--- src/rtl/ram_arb_pkg.sv ---
// Shared types for the RAM arbiter: FSM states and the RAM command codes
// carried in the top two bits of ram_din.
package ram_arb_pkg;

   typedef enum logic [2:0] {
      IDLE,
      WR_ADDR,
      WR_DATA,
      RD_ADDR,
      RD_CMD,
      RD_WAIT
   } state_t;

   localparam logic [1:0] CMD_WR_ADDR = 2'b00;
   localparam logic [1:0] CMD_WR_DATA = 2'b01;
   localparam logic [1:0] CMD_RD_ADDR = 2'b10;
   localparam logic [1:0] CMD_RD_DATA = 2'b11;

endpackage

--- src/rtl/ram_arbiter_rr_arbiter.sv ---
// Round-robin picker: first requesting index after the last grant, wrapping.
// Produces both a one-hot grant and its binary index.
module rr_arbiter #(
   parameter int N_REQ = 2,
   localparam int IW = $clog2(N_REQ)
) (
   input  logic [N_REQ-1:0] req,
   input  logic             en,
   input  logic [IW-1:0]    last,
   output logic [N_REQ-1:0] grant,
   output logic [IW-1:0]    idx
);

   logic          found;
   logic [IW-1:0] cand;

   always_comb begin
      grant = '0;
      idx   = '0;
      found = 1'b0;
      cand  = '0;
      for (int k = 1; k <= N_REQ; k++) begin
         cand = IW'((int'(last) + k) % N_REQ);
         if (en && !found && req[cand]) begin
            found       = 1'b1;
            grant[cand] = 1'b1;
            idx         = cand;
         end
      end
   end

endmodule

--- src/rtl/ram_arbiter.sv ---
// Shares a single-port command RAM between N_REQ requesters, round-robin.
// Optional read watchdog with rsp_err output: define RAM_ARB_TIMEOUT_EN.
module ram_arbiter
   import ram_arb_pkg::*;
#(
   parameter int N_REQ     = 2,
   parameter int ADDR_SIZE = 8,
   parameter int TIMEOUT   = 16
) (
   input  logic                         clk,
   input  logic                         rst,
   input  logic [N_REQ-1:0]             req_valid,
   input  logic [N_REQ-1:0]             req_wr,
   input  logic [N_REQ*ADDR_SIZE-1:0]   req_addr,
   input  logic [N_REQ*ADDR_SIZE-1:0]   req_wdata,
   output logic [N_REQ-1:0]             req_ready,
   output logic [N_REQ-1:0]             rsp_valid,
   output logic [ADDR_SIZE-1:0]         rsp_rdata,
`ifdef RAM_ARB_TIMEOUT_EN
   output logic                         rsp_err,
`endif
   output logic [ADDR_SIZE+1:0]         ram_din,
   output logic                         ram_rx_valid,
   input  logic                         ram_tx_valid,
   input  logic [ADDR_SIZE-1:0]         ram_dout
);

   localparam int IW = $clog2(N_REQ);

   state_t                 state_q, state_d;
   logic [IW-1:0]          ptr_q, ptr_d;
   logic [N_REQ-1:0]       owner_q, owner_d;
   logic [ADDR_SIZE-1:0]   wdata_q, wdata_d;
   logic [ADDR_SIZE+1:0]   din_q, din_d;
   logic                   rxv_q, rxv_d;
   logic [N_REQ-1:0]       rspv_q, rspv_d;
   logic [ADDR_SIZE-1:0]   rdata_q, rdata_d;
   logic [N_REQ-1:0]       gnt_vec;
   logic [IW-1:0]          gnt_idx;
   logic                   arb_en;
   logic                   sel_wr;
   logic [ADDR_SIZE-1:0]   sel_addr;
   logic [ADDR_SIZE-1:0]   sel_wdata;

`ifdef RAM_ARB_TIMEOUT_EN
   localparam int CW = $clog2(TIMEOUT + 1);
   logic [CW-1:0] cnt_q, cnt_d;
   logic          err_q, err_d;
`else
   logic unused_timeout;
   assign unused_timeout = (TIMEOUT == 0);
`endif

   assign arb_en = (state_q == IDLE) && !rst;

   rr_arbiter #(.N_REQ(N_REQ)) u_rr (
      .req   (req_valid),
      .en    (arb_en),
      .last  (ptr_q),
      .grant (gnt_vec),
      .idx   (gnt_idx)
   );

   always_comb begin
      sel_wr    = 1'b0;
      sel_addr  = '0;
      sel_wdata = '0;
      for (int i = 0; i < N_REQ; i++) begin
         if (gnt_idx == IW'(i)) begin
            sel_wr    = req_wr[i];
            sel_addr  = req_addr[i*ADDR_SIZE +: ADDR_SIZE];
            sel_wdata = req_wdata[i*ADDR_SIZE +: ADDR_SIZE];
         end
      end
   end

   // RAM-side outputs are computed for the state being entered so they
   // leave the flops aligned with that state.
   always_comb begin
      state_d   = state_q;
      ptr_d     = ptr_q;
      owner_d   = owner_q;
      wdata_d   = wdata_q;
      din_d     = '0;
      rxv_d     = 1'b0;
      rspv_d    = '0;
      rdata_d   = rdata_q;
      req_ready = '0;
`ifdef RAM_ARB_TIMEOUT_EN
      cnt_d     = '0;
      err_d     = 1'b0;
`endif
      unique case (state_q)
         IDLE: begin
            if (|gnt_vec) begin
               req_ready = gnt_vec;
               ptr_d     = gnt_idx;
               owner_d   = gnt_vec;
               wdata_d   = sel_wdata;
               rxv_d     = 1'b1;
               if (sel_wr) begin
                  state_d = WR_ADDR;
                  din_d   = {CMD_WR_ADDR, sel_addr};
               end else begin
                  state_d = RD_ADDR;
                  din_d   = {CMD_RD_ADDR, sel_addr};
               end
            end
         end
         WR_ADDR: begin
            state_d = WR_DATA;
            rxv_d   = 1'b1;
            din_d   = {CMD_WR_DATA, wdata_q};
         end
         WR_DATA: state_d = IDLE;
         RD_ADDR: begin
            state_d = RD_CMD;
            rxv_d   = 1'b1;
            din_d   = {CMD_RD_DATA, {ADDR_SIZE{1'b0}}};
         end
         RD_CMD: state_d = RD_WAIT;
         RD_WAIT: begin
            if (ram_tx_valid) begin
               state_d = IDLE;
               rspv_d  = owner_q;
               rdata_d = ram_dout;
`ifdef RAM_ARB_TIMEOUT_EN
            end else if (cnt_q == CW'(TIMEOUT - 1)) begin
               state_d = IDLE;
               rspv_d  = owner_q;
               rdata_d = {ADDR_SIZE{1'b1}};
               err_d   = 1'b1;
            end else begin
               cnt_d = cnt_q + 1'b1;
`endif
            end
         end
         default: state_d = IDLE;
      endcase
   end

   always_ff @(posedge clk) begin
      if (rst) begin
         state_q <= IDLE;
         ptr_q   <= IW'(N_REQ - 1);
         owner_q <= '0;
         wdata_q <= '0;
         din_q   <= '0;
         rxv_q   <= 1'b0;
         rspv_q  <= '0;
         rdata_q <= '0;
`ifdef RAM_ARB_TIMEOUT_EN
         cnt_q   <= '0;
         err_q   <= 1'b0;
`endif
      end else begin
         state_q <= state_d;
         ptr_q   <= ptr_d;
         owner_q <= owner_d;
         wdata_q <= wdata_d;
         din_q   <= din_d;
         rxv_q   <= rxv_d;
         rspv_q  <= rspv_d;
         rdata_q <= rdata_d;
`ifdef RAM_ARB_TIMEOUT_EN
         cnt_q   <= cnt_d;
         err_q   <= err_d;
`endif
      end
   end

   assign ram_din      = din_q;
   assign ram_rx_valid = rxv_q;
   assign rsp_valid    = rspv_q;
   assign rsp_rdata    = rdata_q;
`ifdef RAM_ARB_TIMEOUT_EN
   assign rsp_err      = err_q;
`endif

endmodule

--- config.mk ---
export PLATFORM = sky130hd
export DESIGN_NAME = ram_arbiter
export DESIGN_NICKNAME = d
export VERILOG_FILES = /design/src/rtl/ram_arb_pkg.sv /design/src/rtl/ram_arbiter_rr_arbiter.sv /design/src/rtl/ram_arbiter.sv
export SDC_FILE = /design/constraint.sdc
export NUM_CORES = 1
export LEC_CHECK = 0
export BUFFER_PORTS_ARGS = -buffer_cell sky130_fd_sc_hd__buf_4
export CAP_MARGIN = 20
export CORE_ASPECT_RATIO = 0.9
export CORE_MARGIN = 1.5
export CORE_UTILIZATION = 42
export CTS_BUF_LIST = sky130_fd_sc_hd__clkbuf_2
export DETAILED_ROUTE_END_ITERATION = 8
export PLACE_DENSITY_LB_ADDON = 0.08
export SYNTH_ARGS = -nofsm -noshare
export SYNTH_HDL_FRONTEND = slang
export SYNTH_SLANG_ARGS = --single-unit
--- constraint.sdc ---
create_clock -name clk -period 1.2 [get_ports clk]
set_input_delay 0.12 -clock clk [delete_from_list [all_inputs] [get_ports clk]]
set_output_delay 0.12 -clock clk [all_outputs]
set_load 0.05 [all_outputs]
==> out/results.txt <==
Leakage = 0.00115 uW
Max stage delay on crit path = 370 ps
max cap viols = 0
worst skew pair latency = 370 ps
cell area after layout = 2510 um^2
CP Cell Sequence = nor4_4 > and3_4 > buf_8
Via density = 4.82
Reg clk slew, reported paths = 180 ps
CTS max path bufs = 2
mean post-synth cell area = 9.71 um^2
register area share after synthesis = 0.487
WL/cell = 12.9 um
Worst Setup Path Type = reg2out
CTS Buf Count = 5
Cell Area, Placed = 2110 um^2
fin crit share = 1.32
site row count = 19
final setup violation count = 25
share of layout cells above drive strength 1 = 0.498
P per Cell Area = 1070 nW/um^2
Nets = 304
crit path DAT = 1460 ps
H-tree depth = 2
Syn Inst Count = 148
Fill cells = 216
drt drc = 0
DRT Pass-1 Iters = 4
maximum vdd drop = 0.825 mV
count of cell types in the netlist = 29
max_slew headroom = 0.779
Die ar. = 3780 um^2
Startpoint Class = flip-flop
Max Transition Viols Final = 0
RSZ-0062 raised after global routing = yes
grt ovf = 0
yosys warns = 0
Clock Sinks = 35
worst-margin pin slew = 330 ps
initial antenna violation count = 0
FF/Latch Area = 704 um^2
Worst Setup End Kind = output pin
WL final = 3840 um
vias after detailed routing = 1,442
number of DRC markers in iteration 0 = 35
Cell Area, Synth = 1440 um^2
area leader, netlist = dfxtp_1
Multi-input gate area = 756 um^2
CTS tree = built
ant diodes = 0
Synth top area share = 0.487
DRT antenna net count = 0
Final Hold Vio Count = 0
Total GRT Usage = 0.200
PortBufs = 69
Slowest-stage cell, CP = dfxtp_2
Setup TNS = -3770 ps
syn_nets = 195
Final WS setup = -385 ps
CP required = 1080 ps
DIE WIDTH = 64.7 um
vias in the first global route = 1,317
maximum clock rate = 631 MHz
Die Height = 58.5 um
GP Congestion = 0.631
Worst R2R Setup Slack = -220 ps
Worst Hold Class = in2reg
CTS root buffer = clkbuf_2
top cells by area, synth = dfxtp_1 (49%), mux2i_1 (17%), nand2_1 (9.7%), a21oi_1 (3.5%), buf_6 (2.3%)
area grow syn2layout = 74.8%
IO Pins = 70
synthesis-stage register bit count = 35
final core occ = 0.795
Initial Utilization = 0.455
Final min period = 1580 ps
hpwl dp = 2600 um
final std cells w/o fill = 299
Placed Instances = 267
pin count of the biggest net entering global routing = 12
failing checks = negative setup slack
clk_skew = 22.9 ps
first-pass GRT wire length = 5700 um
Critical Path Fanout Max = 3
status = complete, but fails checks
core region area = 3160 um^2
==> through the flow <==
step,hold slack (ps),worst slack (ps),power [uW]
floorplan,256,-87.3,1760
global placement,367,-98.8,2030
detailed placement,377,-129,2050
CTS,4.29,-397,2640
global route,1.75,-481,2820
finish,29.7,-385,2690
==> synthesized netlist by cell type <==
master,instances
nor2_1,2
o21bai_1,1
mux2_2,1
nor4_4,1
buf_4,3
and4b_1,1
mux2i_1,24
clkbuf_1,3
a211oi_1,1
buf_2,1
nand2_1,37
nand2b_1,1
buf_6,3
and2_1,1
inv_1,1
a211oi_2,1
nand3b_1,2
nor4b_2,1
o21ai_1,4
o21ai_0,6
and3_1,2
nand4b_1,1
a31o_2,1
nor3b_1,1
o21ai_2,1
a21oi_1,10
a21boi_0,1
dfxtp_1,35
or2b_1,1
==> flip-flops by register name, summed over array words and instances, names as in the netlist <==
name and cells:
owner_q 2, ram_din 10, state_q 3, ptr_q 1, rsp_rdata 8, ram_rx_valid 1, rsp_valid 2, wdata_q 8
==> report_power, final <==
group | switching [uW] | leakage, uW | internal (uW) | total [uW]
Combinational | 417 | 0.000840 | 456 | 873
Sequential | 50.9 | 0.000288 | 1270 | 1320
Clock | 375 | 0.0000262 | 123 | 498
==> layout by cell type (no fill, tap or decap), types with 2 or more instances in the layout <==
master,n
a21oi_2,4
o21ai_2,10
dfxtp_1,32
dfxtp_2,3
nand3b_1,2
buf_8,2
buf_6,5
clkbuf_2,5
dlygate4sd3_1,19
mux2i_1,24
buf_12,2
nor2_1,2
buf_4,82
and3_4,2
a21oi_1,6
nand2_1,35
==> kinds of logic after synthesis <==
kind of cell / count (synthesis) / share of synthesized area
compound gates: 26 / 0.106
simple gates: 51 / 0.178
flops: 35 / 0.487
buf+inv: 11 / 0.0531
mux: 25 / 0.175
==> layer usage <==
| layer | track usage | vias to the layer above | wire, um |
|---|---|---|---|
| met4 | 0.0790 | 0 | 42 |
| met2 | 0.350 | 47 | 1960 |
| met3 | 0.0727 | 5 | 208 |
| met5 | 0 | - | 0 |
| met1 | 0.224 | 667 | 1630 |
| li1 | - | 723 | - |
==> cell type report <==
class | instances | share of cell area
Clock inverter | 2 | 0.00349
Clock buffer | 5 | 0.00996
Inverter | 1 | 0.00149
Timing Repair Buffer | 112 | 0.383
Tap cell | 42 | 0.0209
Multi-Input combinational cell | 102 | 0.301
Sequential cell | 35 | 0.280
==> worst paths after layout <==
| path | startpoint | to | cells after the start |
|---|---|---|---|
| worst max-delay path | state_q[2]$_SDFFE_PP0P_ | req_ready[0] | 3 |
| worst min-delay path | req_wdata[11] | wdata_q[3]$_SDFFE_PP0P_ | 3 |
| worst max register to register | state_q[2]$_SDFFE_PP0P_ | state_q[0]$_SDFFE_PP0P_ | 5 |
| worst min register to register | rsp_rdata[1]$_SDFFE_PP0P_ | rsp_rdata[1]$_SDFFE_PP0P_ | 2 |
==> critical path: cells and delay by family, from the launching register on <==
kind                   cells  cell delay, ps
buffers and inverters      1             140
AND/OR/NAND/NOR            2             580
flip-flops                 1             370
==> what timing repair did <==
item | in CTS | in global routing
hold buffers | 11 | 8
hold endpoints to repair | 13 | 5
resized for setup | 17 | 18
cloned | 1 | 1
setup buffers | 4 | 3
pin swaps | 7 | 8
setup endpoints to repair | 32 | 34
Power figures use the tool's default switching activity.
